### config.mk
export PLATFORM = sky130hd
export DESIGN_NAME = clk_div_prog
export DESIGN_NICKNAME = d
export VERILOG_FILES = /design/src/rtl/clk_div_pkg.sv /design/src/rtl/clk_div_cnt.sv /design/src/rtl/clk_div_prog.sv
export SDC_FILE = /design/constraint.sdc
export NUM_CORES = 1
export LEC_CHECK = 0
export ABC_AREA = 1
export ABC_CLOCK_PERIOD_IN_PS = 7400
export BUFFER_PORTS_ARGS = -buffer_cell sky130_fd_sc_hd__buf_4
export CORE_MARGIN = 2
export CORE_UTILIZATION = 58
export CTS_BUF_LIST = sky130_fd_sc_hd__clkbuf_8 sky130_fd_sc_hd__clkbuf_16
export CTS_CLUSTER_DIAMETER = 40
export DETAILED_ROUTE_END_ITERATION = 10
export GPL_ROUTABILITY_DRIVEN = 0
export PLACE_DENSITY = 0.91
export SLEW_MARGIN = 40
export SYNTH_ARGS = -nofsm -noshare
export SYNTH_HDL_FRONTEND = slang
export SYNTH_HIERARCHICAL = 1
export SYNTH_SLANG_ARGS = --single-unit
export TNS_END_PERCENT = 30
### constraint.sdc
create_clock -name clk -period 7.4 [get_ports clk]
set_clock_uncertainty 0.2 [all_clocks]
set_input_delay 0.74 -clock clk [delete_from_list [all_inputs] [get_ports clk]]
set_output_delay 0.74 -clock clk [all_outputs]
set_load 0.03 [all_outputs]
### src/rtl/clk_div_pkg.sv
// Shared types and default parameters for the programmable clock divider.
package clk_div_pkg;

   typedef enum logic {
      IDLE = 1'b0,
      RUN  = 1'b1
   } state_t;

   typedef enum logic {
      MODE_PULSE  = 1'b0,
      MODE_SQUARE = 1'b1
   } mode_t;

   localparam int DEF_WIDTH = 8;
   localparam int DEF_DIV   = 4;

endpackage

### src/rtl/clk_div_cnt.sv
// Wrapping event counter: counts while enabled and returns to zero once it reaches div_q-1.
module clk_div_cnt #(
   parameter int WIDTH = 8
) (
   input  logic             clk,
   input  logic             rst_b,
   input  logic             en,
   input  logic             clr,
   input  logic [WIDTH-1:0] div_q,
   output logic [WIDTH-1:0] cnt,
   output logic             wrap
);

   logic [WIDTH-1:0] cnt_q;
   logic [WIDTH-1:0] cnt_d;

   // A shrunken divisor can leave the count above the new limit, so compare with >=.
   assign wrap = en && (cnt_q >= div_q - WIDTH'(1));

   always_comb begin
      cnt_d = cnt_q;
      if (clr) begin
         cnt_d = '0;
      end else if (wrap) begin
         cnt_d = '0;
      end else if (en) begin
         cnt_d = cnt_q + WIDTH'(1);
      end
   end

   always_ff @(posedge clk or negedge rst_b) begin
      if (!rst_b) begin
         cnt_q <= '0;
      end else begin
         cnt_q <= cnt_d;
      end
   end

   assign cnt = cnt_q;

endmodule

### src/rtl/clk_div_prog.sv
// Programmable clock divider: run/idle FSM, divisor and pending registers, error flag, output.
// Define CLK_DIV_SYNC_LD_EN to defer run-time divisor loads to the next wrap.
module clk_div_prog
   import clk_div_pkg::*;
#(
   parameter int WIDTH       = DEF_WIDTH,
   parameter int DEFAULT_DIV = DEF_DIV
) (
   input  logic             clk,
   input  logic             rst_b,
   input  logic             en,
   input  logic             clr,
   input  logic             ld,
   input  logic [WIDTH-1:0] div_in,
   input  logic             mode,
   output logic             fdclk,
   output logic [WIDTH-1:0] cnt,
   output logic             ld_pend,
   output logic             cfg_err
);

   state_t           state_q, state_d;
   logic [WIDTH-1:0] div_q, div_d;
   logic [WIDTH-1:0] pend_q, pend_d;
   logic             ld_pend_q, ld_pend_d;
   logic             cfg_err_q, cfg_err_d;
   logic             fdclk_q, fdclk_d;
   logic             cnt_clr;
   logic             wrap;
   logic             ld_ok;
   logic             ld_bad;
   mode_t            mode_e;

   assign ld_ok  = ld && (div_in != '0);
   assign ld_bad = ld && (div_in == '0);
   assign mode_e = mode_t'(mode);

   clk_div_cnt #(.WIDTH(WIDTH)) u_cnt (
      .clk   (clk),
      .rst_b (rst_b),
      .en    (en),
      .clr   (cnt_clr),
      .div_q (div_q),
      .cnt   (cnt),
      .wrap  (wrap)
   );

   always_comb begin
      state_d   = en ? RUN : IDLE;
      div_d     = div_q;
      pend_d    = pend_q;
      ld_pend_d = ld_pend_q;
      cfg_err_d = cfg_err_q;
      fdclk_d   = fdclk_q;
      cnt_clr   = 1'b0;
      if (clr) begin
         cnt_clr   = 1'b1;
         fdclk_d   = 1'b0;
         cfg_err_d = 1'b0;
         ld_pend_d = 1'b0;
         if (ld_ok) begin
            div_d = div_in;
         end else if (ld_pend_q) begin
            div_d = pend_q;
         end
      end else begin
         if (mode_e == MODE_PULSE) begin
            fdclk_d = wrap;
         end else begin
            fdclk_d = fdclk_q ^ wrap;
         end
         if (ld_bad) begin
            cfg_err_d = 1'b1;
         end
         // A fresh load in RUN wins over handing a previously pending divisor across the wrap.
         if (ld_ok && (state_q == IDLE)) begin
            div_d = div_in;
         end else if (ld_ok) begin
`ifdef CLK_DIV_SYNC_LD_EN
            pend_d    = div_in;
            ld_pend_d = 1'b1;
`else
            div_d   = div_in;
            cnt_clr = 1'b1;
`endif
         end else if (wrap && ld_pend_q) begin
            div_d     = pend_q;
            ld_pend_d = 1'b0;
         end
      end
   end

   always_ff @(posedge clk or negedge rst_b) begin
      if (!rst_b) begin
         state_q   <= IDLE;
         div_q     <= WIDTH'(DEFAULT_DIV);
         pend_q    <= '0;
         ld_pend_q <= 1'b0;
         cfg_err_q <= 1'b0;
         fdclk_q   <= 1'b0;
      end else begin
         state_q   <= state_d;
         div_q     <= div_d;
         pend_q    <= pend_d;
         ld_pend_q <= ld_pend_d;
         cfg_err_q <= cfg_err_d;
         fdclk_q   <= fdclk_d;
      end
   end

   assign fdclk   = fdclk_q;
   assign cfg_err = cfg_err_q;
`ifdef CLK_DIV_SYNC_LD_EN
   assign ld_pend = ld_pend_q;
`else
   assign ld_pend = 1'b0;
`endif

endmodule
==> results of run 1 <==
-- cell usage in the layout (no fill, tap or decap), drive strengths merged --
master and count:
clkinv 1, dfstp 1, buf 23, nor3 2, dfrtp 18, a21oi 5, nand2 70, conb 1
inv 26, clkbuf 3, nand4 9, ha 10, nor2 16, o21a 1, xnor2 2, nand3 11
xor2 7
-- registers in the layout, indices dropped and copies added, names as in the netlist --
signal     cells
div_q          8
fdclk          1
cfg_err        1
state_q        1
u_cnt/cnt      8
-- logic make-up (layout without fill, tap and decap cells) --
family / after synthesis / in the layout / share of synthesized area
adders and majority gates: 10 / 10 / 0.0960
AOI/OAI and AO/OA: 6 / 6 / 0.0250
and+or+nand+nor: 108 / 108 / 0.362
xor gates and xnor gates: 9 / 9 / 0.0605
buffers and inverters: 29 / 53 / 0.0883
DFF: 19 / 19 / 0.366
other: 1 / 1 / 0.00288
-- how the worst max path moves through the flow --
stage	from	end	slack, ns	depth (start not counted)
finish	div_q[0]	fdclk	4.80	13
global route	div_q[0]	fdclk	4.61	13
CTS	div_q[0]	fdclk	4.83	13
detailed placement	div_q[0]	fdclk	4.86	13
global placement	div_q[0]	fdclk	4.98	13
floorplan	div_q[0]	fdclk	5.02	14
-- power breakdown --
part           leakage, nW  total [W]  switching (W)  internal, W
Combinational        0.630  0.0000481      0.0000292    0.0000188
Sequential           0.246   0.000115     0.00000550     0.000109
Clock               0.0269  0.0000718      0.0000348    0.0000370
-- through the flow --
step                total power (W)  cell area, µm²  hold slack [ns]   util
finish                     0.000235            1540            0.140  0.709
global route               0.000245            1540            0.160  0.709
CTS                        0.000234            1540            0.144  0.709
detailed placement         0.000163            1490            0.283  0.689
global placement           0.000160            1490            0.261  0.689
floorplan                  0.000146            1300            0.242      -
-- layer usage --
layer  routed length, µm  global-route usage
met4                  45               0.140
met2                1590               0.466
met3                 196              0.0409
met5                   0                   0
met1                1230               0.298
-- layout make-up --
class / instances / area, µm² / area share
sequential: 19 / 477 / 0.310
timing repair buffer: 23 / 173 / 0.112
clock inverter: 1 / 3.75 / 0.00244
tap: 28 / 35.0 / 0.0228
inverter: 26 / 97.6 / 0.0634
clock buffer: 3 / 41.3 / 0.0268
multi-input combinational: 134 / 712 / 0.463
==> reports/qor.txt, run 1 <==
r2r setup slk - 4.80 ns
crit path DAT - 2.55 ns
final setup fails - 0
clock-pin slew on the worst setup and hold paths - 0.07 ns
Post-Layout Cell Count - 234
largest area contributor in the netlist - dfrtp_1
Hold Vio Cnt, Final - 0
initial core utilization - 0.601
final period utilization - 0.351
crit-path cells - inv_1, ha_1, nand2_1, nor3_1, xor2_1, inv_1, ha_1, nand2_1, o21a_1, a21oi_1, nand3_1, nand2_1, nor2_1
DRT Pass-1 Iters - 4
Crit path top cell by count - nand2_1
RSZ-0062 raised after global routing - no
setup ws final - 4.80 ns
cells on worst reg2reg path - 13
vias in the first global route - 1,250
die area - 2640 µm²
grt ovf - 0
Vias/cell - 5.38
fin. max-slew vios - 0
TritonCTS Buffers - 3
CP Max Fanout - 9
initial antenna violation count - 0
peak supply drop - 0.145 mV
Req. time, crit path - 7.35 ns
Detailed Route WL - 3070 µm
pwr dens - 152 nW/µm²
maximum root-to-sink buffer count - 2
Layout area overhead - 18.0%
post-cts resize count - 0
routed vias - 1,258
Post-synth top flop - dfrtp_1
Port Buffers - 23
RR Startpoint - div_q[0]
ANT cells - 0
CP top delay family - simple AND/OR/NAND/NOR gates
final setup TNS - 0 ns
CTS tree - done
Worst-Skew Late Latency - 0.26 ns
die height - 51.4 µm
Post-Place Setup Slack - 4.86 ns
Starting DRT DRC Count - 45
Setup crit end kind - flip-flop
kind of critical path - flip-flop to flip-flop
buffer and inverter count on the worst path - 2
slowest stage cell, crit path - dfrtp_1
syn_nets - 206
Post-Place Cells - 230
post-synthesis sequential area ratio - 0.366
area share of the largest cell type after synthesis - 0.345
post-DP HPWL - 2250 µm
core area - 2170 µm²
Post-synth EDFFs - 0
Post-CTS Setup Bufs - 0
I/O pin cnt - 25
# DRC - 0
GRT Overall Usage - 0.262
layout cells sized above 1 - 0.170
post-detailed-route count of antenna-violating nets - 0
Syn Area/Cell - 7.16 µm²
Root Driver - clkbuf_8
clock sinks - 19
Post-synth top cells - 67 x nand2_1, 23 x inv_1, 18 x dfrtp_1
# H-tree levels - 1
synth unique cells - 22
NumNets Final - 231
most common cell in the netlist - nand2_1
post-route minimum period - 2.60 ns
fraction of registers with async set/reset - 1.00
Hold Path Class - primary input to asynchronous set/reset pin
global-route wire length before repair - 5060 µm
Post-CTS Hold Fix Bufs - 0
fillers - 177
post-DR wirelength/cell - 13.1 µm
Cells after Synth - 182
std cell rows - 17
Critical Path Source Type - flip-flop
Synth area leaders - dfrtp_1 35%, nand2_1 19%, ha_1 9.6%
Max-Cap Viols - 0
largest net degree at the start of global routing - 20
FF+latch count, synth - 19
Syn. warnings - 6
outcome - finished, final reports clean
Leak - 0.903 nW
achievable clock frequency - 385 MHz
Die X - 51.4 µm
largest stage delay on the critical path - 0.38 ns
capturing point of the worst reg2reg path - fdclk
Post-Syn Area - 1300 µm²
Power figures use the tool's default switching activity.
==> inputs of run 2 (changes only) <==
- ABC_CLOCK_PERIOD_IN_PS: 7400 -> 2600
- CORE_UTILIZATION: 58 -> 54
- PLACE_DENSITY: 0.91 -> 0.86
- clock period: 7.4 -> 2.6 ns (I/O delays scaled with it)
==> reports/qor.txt, run 2 (synthesis gave the netlist of run 1 again) <==
outcome - finished, final reports clean
post-detailed-route count of antenna-violating nets - 0 (unchanged)
kind of critical path - flip-flop to flip-flop
Critical Path Source Type - flip-flop
global-route wire length before repair - 4950 µm (-2.2%)
initial antenna violation count - 0 (unchanged)
most frequent cells in the layout - 67 x nand2_1, 25 x buf_4, 22 x inv_1
slowest stage cell, crit path - dfrtp_1
commonest non-fill, non-tap cell in the layout - nand2_1
Req. time, crit path - 2.55 ns (-4.80 ns)
NumNets Final - 236 (+2.2%)
post-route minimum period - 2.34 ns (-0.254 ns)
TritonCTS Buffers - 3 (unchanged)
Max-Cap Viols - 0 (unchanged)
Starting DRT DRC Count - 23 (-49%)
# DRC - 0 (unchanged)
# H-tree levels - 1 (unchanged)
pwr dens - 424 nW/µm² (+180%)
clock sinks - 19 (unchanged)
ANT cells - 0 (unchanged)
GRT Overall Usage - 0.248 (-0.0135)
initial core utilization - 0.578 (-0.0227)
RSZ-0062 raised after global routing - no
Leak - 0.922 nW (+2.1%)
Root Driver - clkbuf_8
grt ovf - 0 (unchanged)
setup ws final - 0.256 ns (-4.55 ns)
die height - 53.1 µm (+3.4%)
final setup TNS - 0 ns (unchanged)
final setup fails - 0 (unchanged)
clock-pin slew on the worst setup and hold paths - 0.07 ns (about the same)
fin. max-slew vios - 0 (unchanged)
Layout area overhead - 22.6%
Setup crit end kind - flip-flop
Crit path top cell by count - nand2_1
DRT Pass-1 Iters - 4 (unchanged)
post-DP HPWL - 2350 µm (+4.2%)
Vias/cell - 5.27 (-1.9%)
largest stage delay on the critical path - 0.40 ns (+0.02 ns)
CP Max Fanout - 8 (-1)
achievable clock frequency - 427 MHz (+11%)
Port Buffers - 23 (unchanged)
Design Area, Final - 1600 µm² (+3.9%)
die area - 2820 µm² (+6.8%)
vias in the first global route - 1,223 (-2.2%)
maximum root-to-sink buffer count - 2 (unchanged)
Post-Place Setup Slack - 0.145 ns (-4.72 ns)
Hold Vio Cnt, Final - 0 (unchanged)
std cell rows - 17 (unchanged)
largest net degree at the start of global routing - 20 (unchanged)
peak supply drop - 0.402 mV (+180%)
CTS tree - done
Post-DP Area - 1500 µm² (+0.50%)
crit path DAT - 2.29 ns (-0.26 ns)
routed vias - 1,260 (+0.16%)
Hold Path Class - primary input to flip-flop
post-DR wirelength/cell - 12.7 µm (-3.4%)
layout cells sized above 1 - 0.204 (+0.0339)
I/O pin cnt - 25 (unchanged)
crit-path cells - inv_2, ha_2, nand2_1, nor3_2, xor2_1, inv_1, ha_1, nand2_1, o21a_1, buf_4, nand4_1, nand2_1
Worst-Skew Late Latency - 0.26 ns (about the same)
final period utilization - 0.901 (+0.550)
Power, Total - 0.000678 W (+190%)
Die X - 53.1 µm (+3.4%)
core area - 2250 µm² (+3.9%)
Detailed Route WL - 3030 µm (-1.3%)
## run 2: critical path: cells and delay by family, from the launching register on
family,cells,cell delay (ns)
AOI/OAI and AO/OA,1,0.22
xor gates and xnor gates,1,0.16
adders and majority gates,2,0.46
buffers and inverters,3,0.30
DFF,1,0.40
and+or+nand+nor,5,0.48
## run 2: worst paths after layout
path                                start  cells past startpoint  slack (ns)      endpoint
worst max-delay path             div_q[0]                     12        0.26  u_cnt/cnt[7]
worst min register to register   div_q[2]                      2        0.29      div_q[2]
max in group asynchronous           rst_b                      2        1.73      div_q[2]
worst max register to register   div_q[0]                     12        0.26  u_cnt/cnt[7]
min in group asynchronous           rst_b                      2        0.20       cfg_err
worst min-delay path            div_in[0]                      3       0.008      div_q[0]
## run 2: cell type report
type	instances	area, µm²
Tap cell	28	35.0
Sequential cell	19	477
Timing Repair Buffer	28	218
Clock buffer	3	41.3
Inverter	26	97.6
Clock inverter	1	5.00
Multi-Input combinational cell	134	726
Fill cell	186	656
## run 2: where the power goes
group | internal, W | switching (W)
clock | 0.000107 | 0.000102
sequential | 0.000311 | 0.0000158
combinational | 0.0000585 | 0.0000841
## run 2: routing by layer
| layer | share of wire | track usage |
|---|---|---|
| met5 | 0 | 0 |
| met4 | 0.016 | 0.120 |
| met3 | 0.044 | 0.0367 |
| met1 | 0.41 | 0.274 |
| met2 | 0.53 | 0.460 |
## run 2: per-stage QoR
step | std cells | hold WS [ns] | util
6_report | 239 | 0.00818 | 0.709
3_5_place_dp | 231 | -0.0548 | 0.666
3_3_place_gp | 231 | -0.0595 | 0.666
5_1_grt | 239 | 0.0143 | 0.709
2_1_floorplan | 182 | -0.236 | -
4_1_cts | 238 | 0.00322 | 0.700
## run 2: timing repair
| action | 4_1_cts | 5_1_grt |
|---|---|---|
| hold buffers | 3 | 0 |
| gates resized for setup | 0 | 5 |
| endpoints found under the setup margin | 0 | 5 |
| buffers inserted | 0 | 1 |
| endpoints found under the hold margin | 21 | 0 |
